`src/rtl/pwm_pkg.sv`:
```
// Shared push-button / PWM definitions: debounce FSM state encodings and
// default timing constants for the push-button front end.
package pwm_pkg;

    typedef enum logic [1:0] {
        IDLE    = 2'd0,   // stable low
        WAIT_HI = 2'd1,   // qualifying a rising level
        PRESSED = 2'd2,   // stable high
        WAIT_LO = 2'd3    // qualifying a falling level
    } db_state_t;

    localparam int unsigned DB_CYCLES_DEF  = 50000;
    localparam int unsigned CNT_W_DEF      = 16;
    localparam int unsigned RPT_DELAY_DEF  = 25000;
    localparam int unsigned RPT_PERIOD_DEF = 10000;

endpackage : pwm_pkg

```
`src/rtl/sync_2ff.sv`:
```
// Two-flop synchronizer for asynchronous single-bit inputs such as push-buttons.
// Both flops clear on the synchronous active-high reset.
module sync_2ff (
    input  logic clk,
    input  logic rst,
    input  logic d,
    output logic q
);

    logic r_meta;
    logic r_sync;

    // Two-stage capture of the asynchronous input.
    always_ff @(posedge clk) begin
        if (rst) begin
            r_meta <= 1'b0;
            r_sync <= 1'b0;
        end else begin
            r_meta <= d;
            r_sync <= r_meta;
        end
    end

    assign q = r_sync;

endmodule : sync_2ff

```
`src/rtl/btn_debounce.sv`:
```
// Push-button debouncer: 2FF synchronizer, four-state qualification FSM,
// registered one-cycle press/release pulses and a debounced level.
// Optional feature: define BTN_AUTOREPEAT_EN to emit repeated btn_press
// pulses while the button is held (RPT_DELAY, then every RPT_PERIOD).
module btn_debounce
    import pwm_pkg::*;
#(
    parameter int unsigned DB_CYCLES  = DB_CYCLES_DEF,
    parameter int unsigned CNT_W      = CNT_W_DEF,
    parameter int unsigned RPT_DELAY  = RPT_DELAY_DEF,
    parameter int unsigned RPT_PERIOD = RPT_PERIOD_DEF
) (
    input  logic clk,
    input  logic rst,
    input  logic btn_raw,
    output logic btn_level,
    output logic btn_press,
    output logic btn_release
);

    // Reject configurations whose constants cannot be held in the counter.
    if ((DB_CYCLES < 2) || ((DB_CYCLES >> CNT_W) != 0) ||
        ((RPT_DELAY >> CNT_W) != 0) || ((RPT_PERIOD >> CNT_W) != 0)) begin : g_cfg_err
        $error("btn_debounce: DB_CYCLES/RPT_DELAY/RPT_PERIOD do not fit CNT_W or DB_CYCLES < 2");
    end

    localparam logic [CNT_W-1:0] LP_ONE     = CNT_W'(1);
    localparam logic [CNT_W-1:0] LP_DB_LAST = CNT_W'(DB_CYCLES - 1);

    logic             w_sync;
    db_state_t        r_state;
    db_state_t        w_state_nxt;
    logic [CNT_W-1:0] r_cnt;
    logic [CNT_W-1:0] w_cnt_nxt;
    logic             r_press;
    logic             w_press_nxt;
    logic             r_release;
    logic             w_release_nxt;
    logic             w_db_done;

`ifdef BTN_AUTOREPEAT_EN
    localparam logic [CNT_W-1:0] LP_RPT_DLY_LAST = CNT_W'(RPT_DELAY - 1);
    localparam logic [CNT_W-1:0] LP_RPT_PER_LAST = CNT_W'(RPT_PERIOD - 1);

    // 0: waiting out the initial hold delay, 1: in the periodic phase.
    logic r_rpt_phase;
    logic w_rpt_phase_nxt;
`endif

    sync_2ff u_sync (
        .clk (clk),
        .rst (rst),
        .d   (btn_raw),
        .q   (w_sync)
    );

    assign w_db_done = (r_cnt == LP_DB_LAST);

    // Next-state, counter and pulse decode; cnt is shared with the repeat timer in PRESSED.
    always_comb begin
        w_state_nxt   = r_state;
        w_cnt_nxt     = r_cnt;
        w_press_nxt   = 1'b0;
        w_release_nxt = 1'b0;
`ifdef BTN_AUTOREPEAT_EN
        w_rpt_phase_nxt = r_rpt_phase;
`endif
        case (r_state)
            IDLE: begin
                if (w_sync) begin
                    w_state_nxt = WAIT_HI;
                    w_cnt_nxt   = '0;
                end
            end
            WAIT_HI: begin
                if (!w_sync) begin
                    w_state_nxt = IDLE;
                end else if (w_db_done) begin
                    w_state_nxt = PRESSED;
                    w_cnt_nxt   = '0;
                    w_press_nxt = 1'b1;
`ifdef BTN_AUTOREPEAT_EN
                    w_rpt_phase_nxt = 1'b0;
`endif
                end else begin
                    w_cnt_nxt = r_cnt + LP_ONE;
                end
            end
            PRESSED: begin
                if (!w_sync) begin
                    w_state_nxt = WAIT_LO;
                    w_cnt_nxt   = '0;
                end
`ifdef BTN_AUTOREPEAT_EN
                else if (!r_rpt_phase) begin
                    if (r_cnt == LP_RPT_DLY_LAST) begin
                        w_press_nxt     = 1'b1;
                        w_cnt_nxt       = '0;
                        w_rpt_phase_nxt = 1'b1;
                    end else begin
                        w_cnt_nxt = r_cnt + LP_ONE;
                    end
                end else begin
                    if (r_cnt == LP_RPT_PER_LAST) begin
                        w_press_nxt = 1'b1;
                        w_cnt_nxt   = '0;
                    end else begin
                        w_cnt_nxt = r_cnt + LP_ONE;
                    end
                end
`endif
            end
            WAIT_LO: begin
                if (w_sync) begin
                    w_state_nxt = PRESSED;
                    w_cnt_nxt   = '0;
`ifdef BTN_AUTOREPEAT_EN
                    w_rpt_phase_nxt = 1'b0;
`endif
                end else if (w_db_done) begin
                    w_state_nxt   = IDLE;
                    w_cnt_nxt     = '0;
                    w_release_nxt = 1'b1;
                end else begin
                    w_cnt_nxt = r_cnt + LP_ONE;
                end
            end
            default: begin
                w_state_nxt = IDLE;
                w_cnt_nxt   = '0;
            end
        endcase
    end

    // State, counter and registered pulse outputs.
    always_ff @(posedge clk) begin
        if (rst) begin
            r_state   <= IDLE;
            r_cnt     <= '0;
            r_press   <= 1'b0;
            r_release <= 1'b0;
`ifdef BTN_AUTOREPEAT_EN
            r_rpt_phase <= 1'b0;
`endif
        end else begin
            r_state   <= w_state_nxt;
            r_cnt     <= w_cnt_nxt;
            r_press   <= w_press_nxt;
            r_release <= w_release_nxt;
`ifdef BTN_AUTOREPEAT_EN
            r_rpt_phase <= w_rpt_phase_nxt;
`endif
        end
    end

    assign btn_level   = (r_state == PRESSED) || (r_state == WAIT_LO);
    assign btn_press   = r_press;
    assign btn_release = r_release;

endmodule : btn_debounce
```
`config.mk`:
```
export PLATFORM = sky130hd
export DESIGN_NAME = btn_debounce
export DESIGN_NICKNAME = d
export VERILOG_FILES = /design/src/rtl/pwm_pkg.sv /design/src/rtl/sync_2ff.sv /design/src/rtl/btn_debounce.sv
export SDC_FILE = /design/constraint.sdc
export NUM_CORES = 1
export LEC_CHECK = 0
export CAP_MARGIN = 25
export CORE_MARGIN = 2
export CORE_UTILIZATION = 58
export CTS_CLUSTER_SIZE = 10
export DETAILED_ROUTE_END_ITERATION = 7
export GPL_ROUTABILITY_DRIVEN = 0
export PLACE_DENSITY = 0.77
export RECOVER_POWER = 100
export SYNTH_ARGS = -nofsm -noshare
export SYNTH_HDL_FRONTEND = slang
export SYNTH_SLANG_ARGS = --single-unit
```
`constraint.sdc`:
```
create_clock -name clk -period 2.8 [get_ports clk]
set_clock_uncertainty 0.2 [all_clocks]
set_input_delay 0.28 -clock clk [delete_from_list [all_inputs] [get_ports clk]]
set_output_delay 0.28 -clock clk [all_outputs]
set_load 0.02 [all_outputs]
```
==> impl_metrics.json, run 1 <==
{
  "hold_start": "u_sync.r_meta",
  "reg2reg_depth": 5,
  "hold_viol": 0,
  "worst_pin_slew_ps": 728.2,
  "root_buffer": "clkbuf_4",
  "cts_max_path_buffers": 2,
  "cts_setup_buffers": 0,
  "setup_viol": 0,
  "cp.arrival_ps": 2300,
  "core_area_sq_um": 1942,
  "cts_hold_buf": 0,
  "post-route-period-util_pct": 81.98,
  "holdWs_ps": 262.5,
  "drt-wirelength-per-cell_microns": 15.25,
  "n_antenna_cell": 0,
  "route.top_layer_used": "met4",
  "critPathKind": "flip-flop to flip-flop",
  "slew_headroom_pct": 51.35,
  "cp_data_required_time_ps": 2800,
  "antenna_left": 0,
  "start_kind": "flip-flop",
  "cts_buffers": 3,
  "htreeDepth": 1,
  "insertion_delay_ps": 300,
  "ir_drop_mv": 0.2699,
  "slowest_delay_ps": 640,
  "fillers": 184,
  "pwr-share-clk_pct": 29.5,
  "status": "completed",
  "syn2layout_area_growth_pct": 5.690,
  "die-area_sq_um": 2425,
  "cap_violations": 0,
  "std_cell_rows": 16,
  "post-route-util_pct": 64.63,
  "grt_pass1_vias": 955,
  "dr_wl_met3_microns": 129,
  "swShare_pct": 21.97,
  "syn_area_sq_um": 1187,
  "drt_wl_total_microns": 2592,
  "pwr-share-comb_pct": 4.0,
  "ys_ff_latch": 22,
  "layout_common_cells": "dfxtp_1 (22), nand2_1 (12), nand3_1 (10), nand4_1 (9), nor2_1 (9)",
  "async_flop_share_pct": 0,
  "crit_fanout": 21,
  "grt_setup_unrepaired": "no",
  "place_ws_ps": 555.9,
  "synth_area_per_cell_sq_um": 8.303,
  "setup-tns-final_ps": 0,
  "worstSetupPathDepth": 5,
  "synth-edff-count": 0,
  "dieHeight_microns": 49.25,
  "max_freq_mhz": 435.6,
  "synth.distinct_cells": 41,
  "dr.pass1.iters": 4,
  "clkSlewWorstSetupHoldPaths_ps": 110,
  "initial_core_util_pct": 61.15,
  "antenna_found_initial": 0,
  "die_w_microns": 49.25,
  "r2r-end": "btn_press",
  "crit_family": "simple AND/OR/NAND/NOR gates",
  "cellPowerDensity_nw_per_um2": 379.6,
  "ys_seq_area_share_pct": 37.09,
  "cts_resized": 0,
  "multi_input_area_sq_um": 674.4,
  "tritoncts": "built",
  "post_drt_via_cell_ratio": 6.571,
  "reg2reg_from": "r_cnt[1]",
  "met2WireLength_microns": 1235,
  "final_common_cell": "dfxtp_1",
  "intPower_w": 0.0003718,
  "wl_met1_microns": 1199,
  "hpwlAfterDp_microns": 1854,
  "io_pins": 6,
  "final_nets": 149,
  "drcViolationCount": 0,
  "p_sw_w": 0.0001047,
  "rrSetupSlack_ps": 500,
  "synthFlopType": "dfxtp_1",
  "ys_warn_count": 0,
  "fin_crit_ps": 2296,
  "min_to": "u_sync.q",
  "worstPathBufferInverterCount": 0,
  "syn-num-nets": 147,
  "clock_sinks": 22,
  "drt-initial-drc-count": 51,
  "io_buffers": 5,
  "cp_cell_sequence": "ha_1, nand3_1, or4_4, nor2_1, nor4b_1",
  "syn_inst": 143,
  "seqPwrFrac_pct": 66.5,
  "layout.area.seq_sq_um": 440.4,
  "finalMaxSlewViolations": 0,
  "grt_usage_pct": 22.45,
  "grt_max_degree": 22,
  "hp-class": "flip-flop to flip-flop",
  "p_leak_nw": 0.3599,
  "grt_first_pass_wirelength_microns": 4367,
  "overflow": 0,
  "vias": 1117,
  "drive_above_1_share_pct": 4.895,
  "hold_depth": 1,
  "layout_setup_ws_ps": 504.4,
  "setup.worst_path.end_class": "flip-flop",
  "critPathSlowestCell": "or4_4"
}
-- per-layer routing --
| metal | vias up | global-route usage (%) |
|---|---|---|
| met4 | 0 | 5.714 |
| met1 | 517 | 31.02 |
| met2 | 39 | 35.59 |
| met5 | - | 0 |
| li1 | 557 | - |
| met3 | 4 | 4.601 |
-- through the flow --
stage | cell area [sq um] | cells | power (W)
2_1_floorplan | 1187 | 143 | 0.0003352
3_3_place_gp | 1242 | 167 | 0.0003434
3_5_place_dp | 1242 | 167 | 0.0003434
4_1_cts | 1265 | 170 | 0.0004809
5_1_grt | 1255 | 170 | 0.0004936
6_report | 1255 | 170 | 0.0004764
-- logic make-up (layout without fill, tap and decap cells) --
group	count (synthesis)	after routing	synth area share, %
xor gates and xnor gates	1	1	0.7378
DFF	22	22	37.09
adders and majority gates	1	1	1.054
buffers and inverters	15	15	5.585
and+or+nand+nor	69	69	34.77
AOI/OAI and AO/OA	35	35	20.76
-- worst max path at each step --
stage | slack, ps | start | end
3_5_place_dp | 560 | r_cnt[0] | flip-flop
2_1_floorplan | 690 | r_cnt[4] | r_cnt[1]
5_1_grt | 370 | r_cnt[0] | btn_press
3_3_place_gp | 640 | r_cnt[0] | flip-flop
6_report | 500 | r_cnt[1] | btn_press
4_1_cts | 530 | r_cnt[1] | flip-flop
-- worst reg2reg max path, cell delays in order, from the launching register on --
cell and delay (ps):
dfxtp_1 430, ha_1 300, nand3_1 140, or4_4 640, nor2_1 200, nor4b_1 280
-- cells in the mapped netlist (2+ instances only) --
cell type	number	share of area, %
dfxtp_1	22	37
nand2_1	12	3.8
nand3_1	10	4.2
nand4_1	9	4.7
nor2_1	9	2.8
clkbuf_1	8	2.5
a31oi_1	7	3.7
a21oi_1	6	2.5
a311oi_1	4	3.0
inv_1	4	1.3
a32oi_1	3	2.2
and2_1	3	1.6
nor2b_1	3	1.6
nor3_1	3	1.3
nor4_1	3	1.6
o211ai_1	3	1.9
o21ai_0	3	1.3
a41oi_1	2	1.5
and4_1	2	1.5
buf_2	2	0.84
nand3b_1	2	1.3
nand4b_1	2	1.5
nand4bb_1	2	1.9
or4_1	2	1.3
-- registers in the layout (all words and copies together) (netlist names), named ones only --
signal,cells
r_cnt,16
u_sync.q,1
btn_press,1
u_sync.r_meta,1
btn_release,1
r_state,1
-- layout make-up --
| class | instances | area share [%] |
|---|---|---|
| clock buffer | 3 | 1.795 |
| inverter | 4 | 1.196 |
| multi-input combinational | 106 | 53.74 |
| sequential | 22 | 35.09 |
| tap | 27 | 2.692 |
| timing repair buffer | 8 | 5.484 |
-- power groups by stage --
stage	Sequential, W	Combinational, W	Clock (W)
6_report	0.000317	0.0000190	0.000141
3_3_place_gp	0.000324	0.0000198	0
3_5_place_dp	0.000324	0.0000198	0
5_1_grt	0.000317	0.0000206	0.000156
4_1_cts	0.000317	0.0000199	0.000144
2_1_floorplan	0.000322	0.0000129	0
Power figures use the tool's default switching activity.
==> run 2: changes to the inputs <==
CORE_UTILIZATION = 52   (was 58)
PLACE_DENSITY = 0.73   (was 0.77)
clock period = 1.9 ns   (was 2.8 ns; I/O delays follow)
==> run 2 against run 1 <==
  * The run now ends with setup timing left
  * Sequential share of layout area is 5.6 points lower
  * First-iteration DRC count is 49% higher
  * Core utilization is 3.6 points higher
  * Largest cell class unchanged
  * Largest power group unchanged
==> impl_metrics.json, run 2 (synthesis gave the netlist of run 1 again) <==
{
  "status": "finished with violations",
  "violations": "setup timing",
  "worst_pin_slew_ps": 425.7,
  "largest_register_ffs": 16,
  "io_buffers": 5,
  "fillers": 163,
  "crit_fanout": 7,
  "p_leak_nw": 0.4990,
  "max_freq_mhz": 480.3,
  "cellPowerDensity_nw_per_um2": 473.7,
  "n_antenna_cell": 0,
  "grt_pass1_vias": 1222,
  "slew_headroom_pct": 71.42,
  "hpwlAfterDp_microns": 2249,
  "hold_viol": 0,
  "final_nets": 177,
  "layout_setup_ws_ps": -182.2,
  "dieHeight_microns": 51.79,
  "hp-class": "input port to flip-flop",
  "die-area_sq_um": 2682,
  "antenna_found_initial": 0,
  "std_cell_rows": 17,
  "p_sw_w": 0.0001561,
  "start_kind": "flip-flop",
  "grt_first_pass_wirelength_microns": 5326,
  "cp_data_required_time_ps": 1950,
  "seqPwrFrac_pct": 65.7,
  "post-route-period-util_pct": 109.6,
  "clock_sinks": 22,
  "vias": 1283,
  "layout.area.seq_sq_um": 441.7,
  "grt_usage_pct": 26.13,
  "die_w_microns": 51.79,
  "drcViolationCount": 0,
  "insertion_delay_ps": 300,
  "htreeDepth": 1,
  "initial_core_util_pct": 54.20,
  "setup.worst_path.end_class": "flip-flop",
  "intPower_w": 0.0005522,
  "layout_common_cells": "buf_4 (30), dfxtp_1 (21), nand2_1 (12), nand3_1 (10), nand4_1 (9)",
  "core_area_sq_um": 2191,
  "drt-initial-drc-count": 76,
  "hold_depth": 2,
  "dr.pass1.iters": 5,
  "cts_hold_buf": 0,
  "drt_wl_total_microns": 3135,
  "drive_above_1_share_pct": 23.39,
  "postPlaceCellArea_sq_um": 1433,
  "drt-wirelength-per-cell_microns": 15.75,
  "cp.arrival_ps": 2130,
  "finalMaxSlewViolations": 0,
  "cap_violations": 0,
  "clkSlewWorstSetupHoldPaths_ps": 120,
  "tritoncts": "built",
  "ir_drop_mv": 0.4413,
  "pwr-share-comb_pct": 5.4,
  "swShare_pct": 22.04,
  "reg2reg_depth": 5,
  "p_total_w": 0.0007083,
  "grt_max_degree": 16,
  "cts_max_path_buffers": 2,
  "post-route-util_pct": 68.25,
  "fin_crit_ps": 2082,
  "multi_input_area_sq_um": 708.2,
  "largest_register": "r_cnt",
  "cts_buffers": 3,
  "setup_viol": 19,
  "io_pins": 6,
  "finish.instance_area_sq_um": 1495,
  "root_buffer": "clkbuf_4",
  "antenna_left": 0,
  "grt_setup_unrepaired": "yes",
  "syn2layout_area_growth_pct": 25.92,
  "pwr-share-clk_pct": 28.9,
  "overflow": 0,
  "final_common_cell": "buf_4",
  "post_drt_via_cell_ratio": 6.447,
  "critPathKind": "flip-flop to flip-flop"
}
## run 2: cell types whose count changed in the layout (fill, tap and decap cells not counted), sizes merged
cell         change
dlygate4sd3      -1
buf             +28
clkbuf           +1
## run 2: worst paths after layout
path / startpoint / endpoint / slack, ps
worst max-delay path: r_cnt[4] / btn_release / -180
worst min-delay path: btn_raw / u_sync.r_meta / 240
worst max register to register: r_cnt[4] / btn_release / -180
worst min register to register: u_sync.r_meta / u_sync.q / 260
## run 2: per-layer routing
layer | part of all wire [%] | track usage (%) | vias to the layer above
met5 | 0 | 0 | -
met4 | 0.80 | 5.263 | 0
met3 | 7.8 | 6.897 | 8
met2 | 50 | 46.37 | 65
met1 | 42 | 31.65 | 598
li1 | - | - | 612
## run 2: final cells by class
type	instances	share of cell area, %
clock buffers	3	1.506
inverters	4	1.004
multi-input cells	106	47.36
flip-flops and latches	22	29.54
well taps	28	2.343
repair buffers	36	18.24
## run 2: power by group through the flow
| stage | Combinational (W) | Clock, W | Sequential (W) |
|---|---|---|---|
| 6_report | 0.0000381 | 0.000205 | 0.000465 |
| 5_1_grt | 0.0000414 | 0.000233 | 0.000466 |
| 4_1_cts | 0.0000366 | 0.000211 | 0.000465 |
| 3_5_place_dp | 0.0000365 | 0 | 0.000476 |
| 3_3_place_gp | 0.0000358 | 0 | 0.000476 |
| 2_1_floorplan | 0.0000191 | 0 | 0.000475 |
## run 2: worst max-delay path, stage by stage, from the launching register on
cell	delay, ps
dfxtp_2	330
or4_1	500
or4_4	490
buf_4	180
nor2_4	100
and4bb_2	240
## run 2: stage by stage
| step | instances | hold slack (ps) | worst slack [ps] | setup TNS [ps] |
|---|---|---|---|---|
| 2_1_floorplan | 143 | 90.56 | -180.3 | -1459 |
| 3_5_place_dp | 193 | 229.4 | -161.2 | -1262 |
| 3_3_place_gp | 193 | 235.3 | -117.9 | -865.1 |
| 6_report | 199 | 243.0 | -182.2 | -1893 |
| 4_1_cts | 197 | 241.6 | -160.0 | -1486 |
| 5_1_grt | 199 | 240.0 | -241.8 | -3225 |
## run 2: repair_timing
| item | 4_1_cts | 5_1_grt |
|---|---|---|
| resized for setup | 0 | 7 |
| setup endpoints to repair | 17 | 20 |
| buffers inserted | 1 | 2 |
| pin swaps | 1 | 2 |
==> run 3: changes to the inputs <==
CAP_MARGIN = default   (was 25)
CORE_MARGIN = 5   (was 2)
CORE_UTILIZATION = 55   (was 52)
DONT_BUFFER_PORTS = 1   (was default)
==> run 3 against run 2 <==
  * The flow finishes with violations (hold timing, setup timing)
  * Core utilization grew 3.6 points
  * Worst hold slack lost 530 ps
  * Die area grew 19%
  * Combinational power shrank 44%
  * Fmax grew 1.3%
  * Flip-flop and latch count is the same
  * Sequential power is essentially flat
  * Design area shrank 3.8%
  * Non-clock buffer count shrank 11
  * Largest power group unchanged
==> impl_metrics.json, run 3 (synthesis gave the netlist of run 1 again) <==
{
  "fin_crit_ps": 2055,
  "post_drt_via_cell_ratio": 6.324,
  "critPathKind": "flip-flop to flip-flop",
  "layout_common_cells": "dfxtp_1 (21), buf_4 (20), nand2_1 (12), nand4_1 (9)",
  "largest_register_ffs": 16,
  "slowest_delay_ps": 520,
  "layout_setup_ws_ps": -154.8,
  "grt_usage_pct": 20.25,
  "violations": "hold timing, setup timing",
  "cellPowerDensity_nw_per_um2": 596.4,
  "fillers": 167,
  "std_cell_rows": 16,
  "clkSlewWorstSetupHoldPaths_ps": 130,
  "finalMaxSlewViolations": 0,
  "cts_buffers": 3,
  "cts_hold_buf": 2,
  "tritoncts": "built",
  "hold_viol": 20,
  "hp-class": "input port to flip-flop",
  "cp.arrival_ps": 2080,
  "antenna_found_initial": 0,
  "setup_viol": 18,
  "max_freq_mhz": 486.7,
  "post-route-period-util_pct": 108.1,
  "cp_data_required_time_ps": 1920,
  "setup-tns-final_ps": -1507,
  "p_total_w": 0.0008582,
  "grt_first_pass_wirelength_microns": 5195,
  "start_kind": "flip-flop",
  "vias": 1189,
  "drt-initial-drc-count": 34,
  "htreeDepth": 1,
  "syn2layout_area_growth_pct": 21.18,
  "root_buffer": "clkbuf_4",
  "slew_headroom_pct": 56.20,
  "seqPwrFrac_pct": 54.4,
  "io_buffers": 0,
  "grt_max_degree": 25,
  "cp_cell_sequence": "or4_1, or4_4, buf_12, a32oi_1, nor3_1",
  "crit_family": "simple AND/OR/NAND/NOR gates",
  "cts_setup_buffers": 0,
  "die-area_sq_um": 3188,
  "final_common_cell": "dfxtp_1",
  "pwr-share-clk_pct": 43.1,
  "intPower_w": 0.0006868,
  "initial_core_util_pct": 59.31,
  "dieHeight_microns": 56.47,
  "final_nets": 166,
  "ir_drop_mv": 0.3854,
  "status": "finished with violations",
  "drive_above_1_share_pct": 21.12,
  "clock_sinks": 22,
  "drcViolationCount": 0,
  "cap_violations": 0,
  "holdWs_ps": -285.8,
  "p_leak_nw": 0.4682,
  "crit_fanout": 18,
  "worst_pin_slew_ps": 650.1,
  "swShare_pct": 19.97,
  "core_area_sq_um": 2002,
  "antenna_left": 0,
  "p_sw_w": 0.0001714,
  "setup.worst_path.end_class": "flip-flop",
  "grt_pass1_vias": 1112,
  "largest_register": "r_cnt",
  "pwr-share-comb_pct": 2.5,
  "drt_wl_total_microns": 2990,
  "cts_max_path_buffers": 2,
  "hpwlAfterDp_microns": 2100,
  "insertion_delay_ps": 310,
  "dr.pass1.iters": 4,
  "overflow": 0,
  "die_w_microns": 56.47,
  "grt_setup_unrepaired": "yes",
  "worstPathBufferInverterCount": 1,
  "io_pins": 6,
  "n_antenna_cell": 0,
  "drt-wirelength-per-cell_microns": 15.90,
  "critPathSlowestCell": "or4_1"
}
-- run 3: worst paths after layout --
kind              from        end  slack, ps  depth (start not counted)
max reg2reg   r_cnt[4]   r_cnt[9]       -150                          5
max           r_cnt[4]   r_cnt[9]       -150                          5
min                rst   r_cnt[4]       -290                          1
min reg2reg  r_cnt[15]  r_cnt[15]        310                          2
-- run 3: area by class of cell --
| cell class | instances | area, sq um | share of cell area [%] |
|---|---|---|---|
| Clock buffer | 3 | 22.52 | 1.565 |
| Inverter | 4 | 15.01 | 1.043 |
| Sequential cell | 22 | 441.7 | 30.70 |
| Clock inverter | 1 | 30.03 | 2.087 |
| Tap cell | 27 | 33.78 | 2.348 |
| Timing Repair Buffer | 25 | 198.9 | 13.83 |
| Multi-Input combinational cell | 106 | 696.9 | 48.43 |
-- run 3: what timing repair did --
item                                   in CTS  in global routing
gates cloned                                0                  0
setup endpoints to repair                  19                 19
gates resized for setup                     2                  2
pin swaps                                   3                  1
endpoints found under the hold margin      22                 20
-- run 3: power groups by stage --
| stage | Clock [W] | Sequential [W] | Combinational, W |
|---|---|---|---|
| after global placement | 0 | 0.000477 | 0.0000180 |
| final | 0.000370 | 0.000467 | 0.0000213 |
| after global routing | 0.000401 | 0.000467 | 0.0000231 |
| after detailed placement | 0 | 0.000477 | 0.0000181 |
| after CTS | 0.000375 | 0.000467 | 0.0000213 |
| after floorplan | 0 | 0.000475 | 0.0000191 |
-- run 3: metal layers --
metal	up-vias	wire length [microns]	track usage [%]
li1	594	-	-
met1	558	1380	27.74
met2	33	1431	32.51
met3	4	152	2.982
met4	0	25	6.102
met5	-	0	0
-- run 3: stage by stage --
step	util [%]	worst slack [ps]	instances	hold WS, ps	instance area (sq um)
floorplan	-	-180.3	143	90.56	1191
global placement	67.75	-90.48	182	62.23	1356
detailed placement	67.75	-125.0	182	63.57	1356
CTS	71.88	-154.5	188	-289.9	1439
global route	71.88	-214.7	188	-309.2	1439
finish	71.88	-154.8	188	-285.8	1439
-- run 3: worst register-to-register path: stages, from the launching register on --
cell	delay [ps]
dfxtp_2	350
or4_1	520
or4_4	470
buf_12	180
a32oi_1	190
nor3_1	60
